`config.mk`:
```
export PLATFORM = sky130hd
export DESIGN_NAME = cam_entry_manager
export DESIGN_NICKNAME = d
export VERILOG_FILES = /design/src/rtl/cam_pkg.sv /design/src/rtl/cam_prio_enc.sv /design/src/rtl/cam_entry_manager.sv
export SDC_FILE = /design/constraint.sdc
export NUM_CORES = 1
export LEC_CHECK = 0
export BUFFER_PORTS_ARGS = -buffer_cell sky130_fd_sc_hd__buf_2
export CORE_UTILIZATION = 55
export DETAILED_ROUTE_END_ITERATION = 16
export MAX_ROUTING_LAYER = met4
export PLACE_DENSITY = 0.76
export SYNTH_ARGS = -nofsm -noshare
export SYNTH_HDL_FRONTEND = slang
export SYNTH_HIERARCHICAL = 1
export SYNTH_SLANG_ARGS = --single-unit
```
`constraint.sdc`:
```
create_clock -name clk -period 6.3 [get_ports clk]
set_input_delay 0.63 -clock clk [delete_from_list [all_inputs] [get_ports clk]]
set_output_delay 0.63 -clock clk [all_outputs]
set_load 0.01 [all_outputs]
```
`src/rtl/cam_pkg.sv`:
```
// rtl/cam_pkg.sv - shared encodings for the CAM entry manager
// S_FLUSH exists only when CAM_MGR_FLUSH_EN is defined.
package cam_pkg;

  localparam logic OP_INSERT = 1'b0;
  localparam logic OP_DELETE = 1'b1;

  localparam logic [1:0] ST_OK       = 2'b00;
  localparam logic [1:0] ST_DUP      = 2'b01;
  localparam logic [1:0] ST_FULL     = 2'b10;
  localparam logic [1:0] ST_NOTFOUND = 2'b11;

  typedef enum logic [2:0] {
    S_IDLE,
    S_LOOKUP,
    S_COMMIT,
    S_RESP
`ifdef CAM_MGR_FLUSH_EN
    ,
    S_FLUSH
`endif
  } state_t;

endpackage

```
`src/rtl/cam_prio_enc.sv`:
```
// rtl/cam_prio_enc.sv - lowest-set-bit priority encoder
module cam_prio_enc #(
  parameter int N = 8,
  localparam int IDX_W = $clog2(N)
) (
  input  logic [N-1:0]     vec,
  output logic             any,
  output logic [IDX_W-1:0] idx
);

  always_comb begin
    any = |vec;
    idx = '0;
    // Scan downward so the lowest set bit is the last one written.
    for (int i = N - 1; i >= 0; i--) begin
      if (vec[i]) idx = IDX_W'(i);
    end
  end

endmodule

```
`src/rtl/cam_entry_manager.sv`:
```
// rtl/cam_entry_manager.sv - insert/delete manager and write port for a CAM array
// Optional bulk clear via the flush input when CAM_MGR_FLUSH_EN is defined.
module cam_entry_manager
  import cam_pkg::*;
#(
  parameter int DATA_WIDTH = 8,
  parameter int DEPTH = 8,
  localparam int IDX_W = $clog2(DEPTH),
  localparam int CNT_W = $clog2(DEPTH + 1)
) (
  input  logic                  clk,
  input  logic                  rst,
`ifdef CAM_MGR_FLUSH_EN
  input  logic                  flush,
`endif
  input  logic                  req_valid,
  output logic                  req_ready,
  input  logic                  req_op,
  input  logic [DATA_WIDTH-1:0] req_key,
  output logic                  resp_valid,
  output logic [1:0]            resp_status,
  output logic [IDX_W-1:0]      resp_index,
  output logic                  wr_en,
  output logic [IDX_W-1:0]      wr_index,
  output logic [DATA_WIDTH-1:0] wr_key,
  output logic                  wr_valid,
  output logic [DEPTH-1:0]      entry_valid,
  output logic [CNT_W-1:0]      occupancy
);

  state_t                state;
  logic                  op_q;
  logic [DATA_WIDTH-1:0] key_q;
  logic [DATA_WIDTH-1:0] mirror [DEPTH];
  logic [1:0]            st_q;
  logic [IDX_W-1:0]      ridx_q;

  logic [DEPTH-1:0]      hit_vec;
  logic                  hit, free;
  logic [IDX_W-1:0]      hit_idx, free_idx;

  logic                  do_wr, c_valid;
  logic [IDX_W-1:0]      c_idx, c_ridx;
  logic [DATA_WIDTH-1:0] c_key;
  logic [1:0]            c_status;
  logic [DEPTH-1:0]      next_valid;
  logic [CNT_W-1:0]      next_cnt;

  assign req_ready = (state == S_IDLE) && !rst;

  always_comb begin
    for (int i = 0; i < DEPTH; i++) begin
      hit_vec[i] = entry_valid[i] && (mirror[i] == key_q);
    end
  end

  cam_prio_enc #(.N(DEPTH)) u_hit_enc (.vec(hit_vec), .any(hit), .idx(hit_idx));
  cam_prio_enc #(.N(DEPTH)) u_free_enc (.vec(~entry_valid), .any(free), .idx(free_idx));

  // Duplicate detection outranks FULL for inserts.
  always_comb begin
    do_wr    = 1'b0;
    c_idx    = '0;
    c_key    = '0;
    c_valid  = 1'b0;
    c_status = ST_OK;
    c_ridx   = '0;
    if (op_q == OP_INSERT) begin
      if (hit) begin
        c_status = ST_DUP;
        c_ridx   = hit_idx;
      end else if (free) begin
        do_wr   = 1'b1;
        c_idx   = free_idx;
        c_key   = key_q;
        c_valid = 1'b1;
        c_ridx  = free_idx;
      end else begin
        c_status = ST_FULL;
      end
    end else begin
      if (hit) begin
        do_wr  = 1'b1;
        c_idx  = hit_idx;
        c_ridx = hit_idx;
      end else begin
        c_status = ST_NOTFOUND;
      end
    end
  end

  always_comb begin
    next_valid = entry_valid;
    if (state == S_LOOKUP && do_wr) next_valid[c_idx] = c_valid;
`ifdef CAM_MGR_FLUSH_EN
    if (state == S_IDLE && flush) next_valid[0] = 1'b0;
    if (state == S_FLUSH && wr_index != IDX_W'(DEPTH - 1)) next_valid[wr_index + 1'b1] = 1'b0;
`endif
    next_cnt = '0;
    for (int i = 0; i < DEPTH; i++) begin
      next_cnt = next_cnt + CNT_W'(next_valid[i]);
    end
  end

  always_ff @(posedge clk) begin
    if (rst) begin
      state       <= S_IDLE;
      op_q        <= 1'b0;
      key_q       <= '0;
      st_q        <= ST_OK;
      ridx_q      <= '0;
      entry_valid <= '0;
      occupancy   <= '0;
      resp_valid  <= 1'b0;
      resp_status <= ST_OK;
      resp_index  <= '0;
      wr_en       <= 1'b0;
      wr_index    <= '0;
      wr_key      <= '0;
      wr_valid    <= 1'b0;
      for (int i = 0; i < DEPTH; i++) mirror[i] <= '0;
    end else begin
      wr_en       <= 1'b0;
      resp_valid  <= 1'b0;
      entry_valid <= next_valid;
      occupancy   <= next_cnt;
      case (state)
        S_IDLE: begin
`ifdef CAM_MGR_FLUSH_EN
          if (flush) begin
            state     <= S_FLUSH;
            wr_en     <= 1'b1;
            wr_index  <= '0;
            wr_key    <= '0;
            wr_valid  <= 1'b0;
            mirror[0] <= '0;
          end else
`endif
          if (req_valid) begin
            op_q  <= req_op;
            key_q <= req_key;
            state <= S_LOOKUP;
          end
        end
        S_LOOKUP: begin
          state  <= S_COMMIT;
          st_q   <= c_status;
          ridx_q <= c_ridx;
          if (do_wr) begin
            wr_en         <= 1'b1;
            wr_index      <= c_idx;
            wr_key        <= c_key;
            wr_valid      <= c_valid;
            mirror[c_idx] <= c_key;
          end
        end
        S_COMMIT: begin
          state       <= S_RESP;
          resp_valid  <= 1'b1;
          resp_status <= st_q;
          resp_index  <= ridx_q;
        end
        S_RESP: state <= S_IDLE;
`ifdef CAM_MGR_FLUSH_EN
        S_FLUSH: begin
          if (wr_index == IDX_W'(DEPTH - 1)) begin
            state <= S_IDLE;
          end else begin
            wr_en                     <= 1'b1;
            wr_index                  <= wr_index + 1'b1;
            mirror[wr_index + 1'b1]   <= '0;
          end
        end
`endif
        default: state <= S_IDLE;
      endcase
    end
  end

endmodule
```
======== Word level (Yosys, flattened, before mapping) ========
Memory sizes are Yosys's and may differ from the RTL's.
Cells that the tools add are included.
storage, ports and cells
  output and inout bits ................... 32
  bits in registers ....................... 48
  RAM bits ................................ 64
  word-level logic and storage cells ...... 104
  bits of input ports ..................... 12
  memories ................................ 1
memories
  name    words  bits a word  rd ports  clocked after memory_dff  wr ports  RTL line                 text
  mirror  8      8            8         0                         8         cam_entry_manager.sv:34  logic [DATA_WIDTH-1:0] mirror [DEPTH];
cells by class
  bitwise gates (word level) .............. 1
  equality and inequality tests ........... 11
  reductions and logical operators ........ 18
  $lt $le $gt $ge ......................... 2
  muxes and demuxes ....................... 50
  add/subtract/negate cells ............... 7
operators with widths
  kind                  number
  $mux W3               24
  $eq A8 B8 Y1          8
  $mux W8               5
  $reduce_or A8 Y1      3
  $add A4 B1 Y4         4
  $mux W1               14
  $logic_and A1 B1 Y1   11
  $pmux W3 S3           1
  $bwmux W8             1
  $mux W2               4
  $not A8 Y8            1
  $add A3 B1 Y4         1
  $lt A3 B4 Y1 const B  1
  $reduce_and A2 Y1     2
  $add A2 B1 Y3         1
  $demux W1 S3          1
  $eq A3 B1 Y1 const B  1
  $eq A3 B2 Y1 const B  1
  $ge A3 B1 Y1 const B  1
  $logic_not A3 Y1      1
  $add A1 B1 Y2         1
  $ne A2 B2 Y1 const B  1
  $logic_not A1 Y1      1

======== Depth between registers and ports, before layout ========
  depth after elaboration ................. 25
  depth in mapped cells ................... 21
  depth with buffers taken out ............ 20

======== Cells and area by module ========
Netlist, hierarchy kept.
by module, submodules not included
  module             sequential area each (um2)  area each (um2)  instances  cells an instance
  cam_entry_manager  2862.7                      5300.1           1          490
  cam_prio_enc       0.0                         81.3             2          13

======== Worst setup path before layout ========
No wires, ideal clock.
  kind .................................... register to register
  start ................................... reg key_q[1]
  end ..................................... reg occupancy[2]
  data required time ...................... 6.172 ns
  cell stages (with the launch flop) ...... 22
  buffers on the path ..................... 3
  arrival ................................. 5.139 ns
  library setup time ...................... 0.128 ns
  path slack .............................. 1.033 ns
  period minus slack after synthesis ...... 5.267 ns
  cell sequence ........................... dfxtp_1 -> clkbuf_1 -> xnor2_1 -> nand4_1 -> nor4_1 -> nor4_2 -> nand3_1 -> buf_2 -> a32oi_1 -> buf_2 -> nor3_2 -> mux2_2 -> fa_1 -> inv_1 -> fa_1 -> fa_1 -> inv_1 -> ha_1 -> inv_1 -> fa_1 -> xor2_1 -> nor2_1
on the way
  elaborated cells on any way between the ends .. 47
  those cells by class .................... 7 x add/sub; 2 x order compare; 8 x eq/ne; 19 x mux; 11 x reduce/logical
RTL lines
  item                                                                RTL line                                          text
  start: declaration                                                  cam_entry_manager.sv:33                           logic [DATA_WIDTH-1:0] key_q;
  start signal: assignment                                            cam_entry_manager.sv:141                          key_q <= req_key;
  $eq A8 B8 Y1 *                                                      cam_entry_manager.sv:53                           hit_vec[i] = entry_valid[i] && (mirror[i] == key_q);
  $logic_and A1 B1 Y1 *                                               cam_entry_manager.sv:53
  via hit_vec[4]                                                      cam_entry_manager.sv:38                           logic [DEPTH-1:0] hit_vec;
  $reduce_or A8 Y1 *                                                  cam_prio_enc.sv:12                                any = |vec;
  via hit                                                             cam_entry_manager.sv:39                           logic hit, free;
  $mux W3, on equally long branches                                   cam_entry_manager.sv:69, cam_entry_manager.sv:82
  $mux W3                                                             cam_entry_manager.sv:68                           if (op_q == OP_INSERT) begin
  $lt A3 B4 Y1 (implied by the code) or $ge A3 B1 Y1 (tied branches)  cam_entry_manager.sv:94                           if (state == S_LOOKUP && do_wr) next_valid[c_idx] = c_valid;
  [2 not listed]                                                      --
  $demux W1 S3                                                        cam_entry_manager.sv:94
  $bwmux W8                                                           cam_entry_manager.sv:94
  $mux W8 *                                                           cam_entry_manager.sv:94
  via next_valid[1]                                                   cam_entry_manager.sv:46                           logic [DEPTH-1:0] next_valid;
  $add A1 B1 Y2 *                                                     cam_entry_manager.sv:101                          next_cnt = next_cnt + CNT_W'(next_valid[i]);
  $add A2 B1 Y3 *                                                     cam_entry_manager.sv:101
  $add A3 B1 Y4 *                                                     cam_entry_manager.sv:101
  $add A4 B1 Y4 * (4 in series)                                       cam_entry_manager.sv:101
  end signal: assignment                                              cam_entry_manager.sv:126                          occupancy <= next_cnt;
  end: declaration                                                    cam_entry_manager.sv:28                           output logic [CNT_W-1:0] occupancy
The timed path passes the listed nets; every way through them passes the cells marked *.
A chain may end at the register's enable or synchronous reset.

======== Final worst setup path ========
  start ................................... reg key_q[3]
  end ..................................... reg occupancy[2]
The elaborated chain is that of the path after synthesis.

==> flow_summary_export.csv <==
group,metric,value,unit
timing,setup_violations,0,
grt,antenna_found_initial,0,
placement,routabilityCongestion,0.902,
cts,post_cts_resized,0,
grt,grt-busiest-layer,"met2",
yosys,syn_area,5460,sq um
cts,cts_tree,"yes",
yosys,synth_top_area_frac,0.352,
route,drc,0,
timing,clock_skew,0.0183,ns
power_and_ir_drop,peakVddDrop,0.113,mV
critical_path,rrSetupSlack,0.42,ns
critical_path,critical_path.cell_chain,"xnor2_1 -> nand4_1 -> nor4_1 -> nor4_2 -> nand3_1 -> nor4b_1 -> o21ai_1 -> nor3_2 -> mux2_2 -> fa_1 -> inv_1 -> fa_1 -> fa_1 -> inv_1 -> ha_1 -> inv_1 -> fa_1 -> xor2_1 -> nor2_1",
cells_and_area,layout.nets,567,
die,row_count,36,
cts,cts_made_buffers,9,
cells_and_area,num_antenna_cells,0,
cells_and_area,final.fill_count,768,
cells_and_area,area_growth,9.37,%
yosys,ys_ff_latch,111,
cts,cts_sinks,111,
min_path,hp-class,"register to register",
critical_path,cp_num_buf_inv,3,
route,drt-initial-drc-count,325,
critical_path,cp_slowest_stage_delay,0.75,ns
timing,fin_ws,0.421,ns
placement,place_inst,666,
cells_and_area,drive_gt1_frac,0.162,
critical_path,worstSetupEndpointType,"register",
grt,use_met2,0.390,
status,status,"finished clean",
timing,finalCriticalPeriod,5.88,ns
yosys,synth-async-reset-ratio,0,
critical_path,required,6.54,ns
critical_path,crit_type,"register to register",
route,ant_nets,0,
cts,clkTransAtPathRegs,0.10,ns
cts,cts.root.buffer_cell,"clkbuf_8",
grt,grt_pass1_vias,3724,
min_path,hold_start,"wr_index[1]",
placement,hpwl,8.37,mm
cts,insertion_delay,0.38,ns
placement,post-place-ws,0.500,ns
yosys,synthCells,516,
timing,finalHoldViolCount,0,
grt,overflow,0,
yosys,yosysMostFrequentCell,"edfxtp_1",
timing,tns,0,ns
die,core-area,9680,sq um
cts,postCtsHoldBufs,0,
route,drt_wl_total,11.8,mm
yosys,syn_area_per_cell,10.6,sq um
die,die_h,102,microns
timing,finalMaxSlewViolations,0,
placement,port_buffers,43,
grt,grtUsageMet1,0.319,
yosys,yosys-top-cells-area,"edfxtp_1 (35%), dfxtp_1 (17%), xnor2_1 (9.1%)",
timing,tightest_slew,0.859,ns
critical_path,cp.arrival,6.12,ns
cts,postCtsSetupBuffers,0,
cells_and_area,final_area,5970,sq um
critical_path,crit_slowest_cell,"dfxtp_1",
die,die_w,102,microns
yosys,syn-num-nets,539,
yosys,synth.top_cells.by_count,"edfxtp_1 (64), xnor2_1 (57), nor2_1 (54)",
timing,rsz0062_at_grt,"false",
grt,grt_util_met3,0.0386,
route,viasPerCell,5.80,
route,routedWlPerCell,17.3,microns
yosys,synth_top_area_cell,"edfxtp_1",
yosys,synth-seq-area-share,0.524,
route,first_pass_iters,5,
yosys,ys.flop_type,"edfxtp_1",
timing,fmax,170,MHz
grt,grt_max_degree,52,
cts,cts_max_path_buffers,2,
yosys,synthDistinctLibCells,50,
timing,min_period_over_period,0.933,
critical_path,crit_start,"key_q[3]",
cells_and_area,fin_cells,682,
die,initial_core_util,0.564,
die,die-area,10300,sq um
grt,grt_pass1_wl,18.6,mm
timing,whs,0.466,ns
critical_path,worstPathMaxFanout,16,
critical_path,cp_top_family,"adder cells",
power_and_ir_drop,power,1.60,mW
critical_path,crit_cells,19,
flow_run,cap_violations,0,
power_and_ir_drop,p_leak,2.11,nW
die,io_pins,44,
timing,slew_headroom,0.427,
critical_path,rr_startpoint,"key_q[3]",
yosys,yosys_warnings,6,
cells_and_area,final_util,0.617,
critical_path,crit_path_start_kind,"register",
yosys,synth_edf_count,64,
critical_path,crit_path_frequent_cell,"fa_1",
power_and_ir_drop,p_per_area,267,nW/um^2
critical_path,rr_worst_depth,19,
grt,grt_util_all_layers,0.249,
route,vias,3954,
placement,placed_cell_area,5770,sq um
cts,cts_max_level,3,
min_path,hold_path_depth,2,
## power breakdown
| group | total, mW | internal [mW] | leakage [nW] | switching (mW) |
|---|---|---|---|---|
| Sequential | 0.868 | 0.814 | 1.04 | 0.0545 |
| Combinational | 0.282 | 0.117 | 0.961 | 0.165 |
| Clock | 0.444 | 0.199 | 0.105 | 0.245 |
## cells in the final DEF, fill, tap and decap left out, types with 3 or more instances in the layout
master	Yosys	routed
buf_4	0	6
fa_1	4	4
or2_2	9	9
mux2i_1	16	16
inv_1	19	19
nand2_1	25	25
a211oi_1	6	6
ha_1	7	7
xnor2_1	57	57
a22oi_1	3	3
xor2_1	9	9
nor2_1	54	54
mux2_2	4	4
a21oi_1	16	16
o21ai_0	3	3
inv_6	0	3
buf_2	9	43
edfxtp_1	64	64
nand2b_1	8	8
nor2b_1	5	5
and2_1	9	9
a22o_1	7	7
and3b_1	3	3
nor3_2	3	3
nand3_1	26	26
clkbuf_8	0	10
nor4_1	8	8
nand4_1	8	8
o21bai_1	3	3
dfxtp_1	47	47
nor3_1	33	33
nor4_2	3	3
## worst reg2reg max path, delay by kind of cell, from the launching register on
| family | cells | cell delay (ns) |
|---|---|---|
| buffers and inverters | 3 | 0.18 |
| AO/OA/AOI/OAI | 1 | 0.24 |
| adder cells (fa/ha/maj) | 5 | 1.97 |
| XOR/XNOR | 2 | 0.29 |
| flip-flops | 1 | 0.75 |
| multiplexers | 1 | 0.39 |
| AND/OR/NAND/NOR | 7 | 1.95 |
## logic make-up after synthesis
group,Yosys count,share of synthesized area
AO/OA/AOI/OAI,53,0.0689
AND/OR/NAND/NOR,204,0.196
XOR/XNOR,66,0.106
buffers and inverters,51,0.0371
flip-flops,111,0.524
adder cells (fa/ha/maj),11,0.0307
multiplexers,20,0.0376
## final cells by class
cell class / instances / area [sq um] / area share
Inverter: 19 / 71.3 / 0.0119
Sequential cell: 111 / 2860 / 0.479
Clock buffer: 11 / 141 / 0.0237
Timing Repair Buffer: 49 / 260 / 0.0436
Clock inverter: 5 / 61.3 / 0.0103
Tap cell: 133 / 166 / 0.0279
Multi-Input combinational cell: 354 / 2410 / 0.404
## path summary, 6_finish.rpt
| path | to |
|---|---|
| worst min-delay path | wr_index[1] |
| worst max register to register | occupancy[2] |
| worst min register to register | wr_index[1] |
| worst max-delay path | occupancy[2] |
## routing by layer
layer	vias to the layer above	routed length (microns)	share of wire
li1	1869	-	-
met1	1913	5180	0.44
met2	153	5800	0.49
met3	19	605	0.051
met4	0	222	0.019
met5	-	0	0
## state kept, by name (all words and copies together) (netlist names)
name	count
wr_key	8
mirror	64
state	2
wr_index	3
key_q	8
ridx_q	3
wr_valid	1
occupancy	4
resp_valid	1
st_q	2
entry_valid	8
wr_en	1
resp_status	2
resp_index	3
op_q	1
(Power assumes the default switching activity.)
